$ cat src/rtl/encoder_scan_pkg.sv
// Shared types and helpers for the serial LSB-first priority encoder.
package encoder_pkg;

  localparam int N_DEFAULT = 8;
  localparam int VEC_MAX   = 64;

  typedef enum logic {IDLE, SCAN} enc_state_t;

  // Callers zero-extend their vector to VEC_MAX bits.
  function automatic logic popcount_is_one(input logic [VEC_MAX-1:0] vec);
    return (vec != '0) && ((vec & (vec - VEC_MAX'(1))) == '0);
  endfunction

endpackage

$ cat src/rtl/encoder_scan_if.sv
// Request-vector input and index-beat output handshakes of encoder_scan.
interface encoder_scan_if
  import encoder_pkg::*;
#(
  parameter int N = N_DEFAULT
);
  localparam int W = $clog2(N);

  logic         in_valid;
  logic         in_ready;
  logic [N-1:0] in_vec;
  logic         out_valid;
  logic         out_ready;
  logic [W-1:0] out_idx;
  logic         out_last;
  logic         out_zero;

  modport master (
    output in_valid, in_vec, out_ready,
    input  in_ready, out_valid, out_idx, out_last, out_zero
  );

  modport slave (
    input  in_valid, in_vec, out_ready,
    output in_ready, out_valid, out_idx, out_last, out_zero
  );
endinterface

$ cat src/rtl/encoder_scan_lsb.sv
// Combinational lowest-set-bit finder: binary index, isolated one-hot, any-set flag.
module lsb_priority_encoder #(
  parameter int N = 8,
  parameter int W = $clog2(N)
) (
  input  logic [N-1:0] vec,
  output logic [W-1:0] idx,
  output logic [N-1:0] onehot,
  output logic         any
);

  always_comb begin
    idx = '0;
    for (int i = N - 1; i >= 0; i--) begin
      if (vec[i]) idx = W'(i);
    end
  end

  // Two's-complement trick keeps only the lowest set bit.
  assign onehot = vec & (~vec + N'(1));
  assign any    = |vec;

endmodule

$ cat src/rtl/encoder_scan.sv
// Serial priority encoder: captures a multi-hot vector and emits each set index, lowest first.
// state | meaning
// IDLE  | ready for a new vector, no output beat
// SCAN  | vector captured, presenting the lowest pending index
module encoder_scan
  import encoder_pkg::*;
#(
  parameter int N = N_DEFAULT
) (
  input  logic           clk,
  input  logic           rst,
  encoder_scan_if.slave  bus,
  output logic           busy
);
  localparam int W = $clog2(N);

  enc_state_t   state_q, state_d;
  logic [N-1:0] pending_q, pending_d;
  logic         zero_flag_q, zero_flag_d;

  logic [W-1:0] enc_idx;
  logic [N-1:0] enc_onehot;
  logic         enc_any;

  lsb_priority_encoder #(.N(N), .W(W)) u_lsb (
    .vec    (pending_q),
    .idx    (enc_idx),
    .onehot (enc_onehot),
    .any    (enc_any)
  );

  always_ff @(posedge clk) begin
    if (rst) begin
      state_q     <= IDLE;
      pending_q   <= '0;
      zero_flag_q <= 1'b0;
    end else begin
      state_q     <= state_d;
      pending_q   <= pending_d;
      zero_flag_q <= zero_flag_d;
    end
  end

  always_comb begin
    state_d       = state_q;
    pending_d     = pending_q;
    zero_flag_d   = zero_flag_q;
    bus.in_ready  = 1'b0;
    bus.out_valid = 1'b0;
    bus.out_idx   = '0;
    bus.out_last  = 1'b0;
    bus.out_zero  = 1'b0;
    busy          = 1'b0;

    case (state_q)
      IDLE: begin
        bus.in_ready = !rst;
        if (bus.in_valid && !rst) begin
          state_d     = SCAN;
          pending_d   = bus.in_vec;
          zero_flag_d = (bus.in_vec == '0);
        end
      end
      SCAN: begin
        bus.out_valid = 1'b1;
        busy          = 1'b1;
        bus.out_idx   = enc_any ? enc_idx : '0;
        bus.out_last  = zero_flag_q || popcount_is_one(VEC_MAX'(pending_q));
        bus.out_zero  = zero_flag_q;
        if (bus.out_ready) begin
          if (bus.out_last) begin
            state_d     = IDLE;
            pending_d   = '0;
            zero_flag_d = 1'b0;
          end else begin
            pending_d = pending_q & ~enc_onehot;
          end
        end
      end
      default: state_d = IDLE;
    endcase
  end

endmodule

$ cat src/flat_wrapper.sv
// flat-port wrapper written by rule: the top's interface ports become plain ports
module encoder_scan_flat import encoder_pkg::*;
#(
  parameter int N = N_DEFAULT
)
  (clk, rst, busy, bus_in_valid, bus_in_vec, bus_out_ready, bus_in_ready, bus_out_valid, bus_out_idx, bus_out_last, bus_out_zero);
  encoder_scan_if #(.N(N)) bus_i ();
  input  logic clk;
  input  logic rst;
  output logic busy;
  input wire logic [$bits(bus_i.in_valid)-1:0] bus_in_valid;
  input wire logic [$bits(bus_i.in_vec)-1:0] bus_in_vec;
  input wire logic [$bits(bus_i.out_ready)-1:0] bus_out_ready;
  output wire logic [$bits(bus_i.in_ready)-1:0] bus_in_ready;
  output wire logic [$bits(bus_i.out_valid)-1:0] bus_out_valid;
  output wire logic [$bits(bus_i.out_idx)-1:0] bus_out_idx;
  output wire logic [$bits(bus_i.out_last)-1:0] bus_out_last;
  output wire logic [$bits(bus_i.out_zero)-1:0] bus_out_zero;
  assign bus_i.in_valid = bus_in_valid;
  assign bus_i.in_vec = bus_in_vec;
  assign bus_i.out_ready = bus_out_ready;
  assign bus_in_ready = bus_i.in_ready;
  assign bus_out_valid = bus_i.out_valid;
  assign bus_out_idx = bus_i.out_idx;
  assign bus_out_last = bus_i.out_last;
  assign bus_out_zero = bus_i.out_zero;
  encoder_scan #(.N(N)) u_core (.clk(clk), .rst(rst), .bus(bus_i), .busy(busy));
endmodule
$ cat config.mk
export PLATFORM = sky130hd
export DESIGN_NAME = encoder_scan_flat
export DESIGN_NICKNAME = d
export VERILOG_FILES = /design/src/rtl/encoder_scan_pkg.sv /design/src/rtl/encoder_scan_if.sv /design/src/rtl/encoder_scan_lsb.sv /design/src/rtl/encoder_scan.sv /design/src/flat_wrapper.sv
export SDC_FILE = /design/constraint.sdc
export NUM_CORES = 1
export LEC_CHECK = 0
export ABC_AREA = 1
export BUFFER_PORTS_ARGS = -buffer_cell sky130_fd_sc_hd__buf_2
export CORE_MARGIN = 2
export CORE_UTILIZATION = 50
export DETAILED_ROUTE_END_ITERATION = 6
export GPL_ROUTABILITY_DRIVEN = 0
export PLACE_DENSITY_LB_ADDON = 0.05
export SLEW_MARGIN = 10
export SYNTH_ARGS = -nofsm -noshare
export SYNTH_HDL_FRONTEND = slang
export SYNTH_SLANG_ARGS = --single-unit
$ cat constraint.sdc
create_clock -name clk -period 1.68 [get_ports clk]
set_input_delay 0.168 -clock clk [delete_from_list [all_inputs] [get_ports clk]]
set_output_delay 0.168 -clock clk [all_outputs]
set_load 0.01 [all_outputs]
==> metrics <==
classification of the worst setup path reg -> out; placed wire-length estimate after detailed placement around 1400 µm; internal power 503 µW; post-placement setup slack between 0.2 and 0.25 ns; drt wl/cell 12.5 µm; die width 42.9 µm; Highest Clock Rate 591 MHz; Post-DRT Antenna Nets 0; leading cell type in the layout, fill and taps excluded buf_2; final total negative setup slack -0.0128 ns; insertion delay of the later-clocked pin in the worst-skew pair 0.26 ns; number of maximum-capacitance constraint violations 0; number of warning messages in the yosys log 0; area growth from synthesis to final layout 19.3%; sequential group share of total power 36.2%; layout cells sized above 1 41.7%; pwr/cell area 887 nW/µm²; switching component of the power 298 µW; Clock Skew 0.00308 ns; count of pins over their slew limit 0; top fanout value on the critical path 6; chain of cells forming the critical path nor2_4, nand2_2, nand2_2, nand2_2, nor2_4, nand3_4, nand2_2, nand2_2, inv_1, buf_2; top library cells by usage in the layout, fill and taps aside 19 x buf_2, 17 x a21oi_1, 15 x inv_1, 15 x nand2_1, 11 x nand2_2; maximum cell stage delay along the critical path 0.35 ns; most area-consuming cells after synthesis dfxtp_1 26%, a21oi_1 11%, nand2_2 8.3%; core box area around 1500 µm²; startpoint class of the critical path register; number of distinct library cells after synthesis 26; count of boundary I/O pins 20; register-to-register setup slack 0.25 ns; Hold Path Class in -> reg; Tcrit/Tclk final 101%; post-synthesis cell count 111; via count 791; clock network power share 28.3%; count of H-tree levels built during CTS 1; number of sinks handled by clock tree synthesis 10; slowest cell on the critical path dfxtp_2; number of optimization iterations in the first detailed-route pass 4; Rows 14; Total Routed Length 1850 µm; final setup margin -0.0128 ns; DP Area 845 µm²; dominant cell type by count on the critical path nand2_2; slew at the pin with the worst max-slew slack between 0.3 and 0.4 ns; sw frac around 37%; Peak supply drop ~0.76 mV; number of flip-flops and latches in the synthesized netlist 10; drt first-iter violations 35; RSZ-0062 raised after global routing yes; post-route DRC violation count 0; violations in the final reports setup timing; worst relative slew slack 78.1%; arrival time at the worst endpoint roughly 1.5 ns; cell area after technology mapping 757 µm²; Post-Layout Inst Area 903 µm²; result of the run complete, but fails checks; library cell occupying the most area in the post-synthesis netlist dfxtp_1; chip height 42.9 µm; Final Net Count ~150; Port Buf Inserts 19; required time of the critical path 1.51 ns; top cell type's share of synthesized area 26.4%; via/cell ratio 5.34; Layout Utilization 62.1%; filler cell count 138; wire length of the first global-routing pass 3060 µm; antenna diode count 0; TritonCTS clock tree built; maximum clock path buffer count 2; cell leakage power 0.000450 µW; area of the die ~1800 µm²; pin count of the biggest net entering global routing 15; clk slew on worst S/H paths 0.08 ns; total setup violations reported at the end of the flow 1; count of endpoints failing hold in the final timing report 0; global-route congestion overflow total 0; Root Buffer Master clkbuf_4; fraction of power consumed by combinational cells 35.5%; type of destination of the critical path output port; via count of the first global-routing pass 708; effective utilization at floorplan 52.1%; antenna violations before repair 0; overall fraction of global-route tracks in use 21.6%; post-synthesis area per instance 6.82 µm²; post-synthesis net count approximately 120; sequential cell area fraction in the yosys report 26.4%; CTS buffer count 3; Min Clock Period, post-route 1.69 ns
layer usage:
layer / track usage [%] / up-vias / share of wire (%)
met1: 28.5 / 346 / 44
met2: 36.7 / 35 / 49
li1: - / 410 / -
met3: 5.11 / 0 / 7.3
met5: 0 / - / 0
met4: 1.88 / 0 / 0
cells in the mapped netlist:
cell	n
nand3_4	1
nand2_2	10
buf_4	1
a211oi_1	2
nor4_1	1
dfxtp_1	10
a21oi_2	1
clkbuf_2	1
o21ai_0	6
a21oi_4	1
inv_1	16
nor3_1	3
nor2_2	2
buf_6	2
nor2_1	6
nand3_2	1
nand2_1	16
nand3_1	1
o21bai_1	1
clkinv_1	1
nand4_1	5
a31oi_1	1
nor2_4	3
inv_2	1
o21ai_2	1
a21oi_1	17
cells by family after synthesis:
family,Yosys count,share of synthesized area [%]
AND/OR/NAND/NOR,49,36.5
AO/OA/AOI/OAI,30,23.5
buffers and inverters,22,13.6
flip-flops,10,26.4
per-stage QoR:
step                      total power [µW]  std cells  hold WS, ns
after detailed placement               557        143        0.426
after global placement                 553        143        0.423
after global routing                   856        148        0.136
final                                  801        148        0.133
after floorplan                        498        111        0.230
after CTS                              796        148        0.140
flip-flops by register name (all words and copies together), names as in the netlist:
signal / cells
u_core.state_q: 1
u_core.pending_q: 8
u_core.zero_flag_q: 1
worst paths after layout:
kind	from	to	depth (start not counted)
hold / removal	rst	u_core.pending_q[6]	2
setup reg to reg	u_core.state_q	u_core.pending_q[3]	5
hold reg to reg	u_core.pending_q[0]	u_core.pending_q[0]	2
setup / recovery	u_core.pending_q[0]	bus_out_last	10
repair_timing:
action                                  CTS  global route
resized for setup                         3             7
hold buffers                              0             0
buffers inserted                          1             0
endpoints found under the setup margin    1             1
gates cloned                              0             0
pin swaps                                 3             2
power groups by stage:
stage               Clock, µW  Sequential, µW  Combinational [µW]
finish                    227             290                 284
global route              245             294                 317
detailed placement          0             291                 266
floorplan                   0             285                 213
global placement            0             291                 262
CTS                       230             286                 280
final cells by class:
| type | instances | area (µm²) | area share, % |
|---|---|---|---|
| multi-input cells | 79 | 459 | 50.8 |
| repair buffers | 21 | 110 | 12.2 |
| well taps | 16 | 20.0 | 2.22 |
| clock buffers | 4 | 36.3 | 4.02 |
| flip-flops and latches | 10 | 210 | 23.3 |
| inverters | 18 | 67.6 | 7.48 |
worst max-delay path: cells and delay by family, from the launching register on:
kind	cells	cell delay [ns]
buffers and inverters	2	0.16
DFF	1	0.35
and+or+nand+nor	8	0.76
Power figures use the tool's default switching activity.
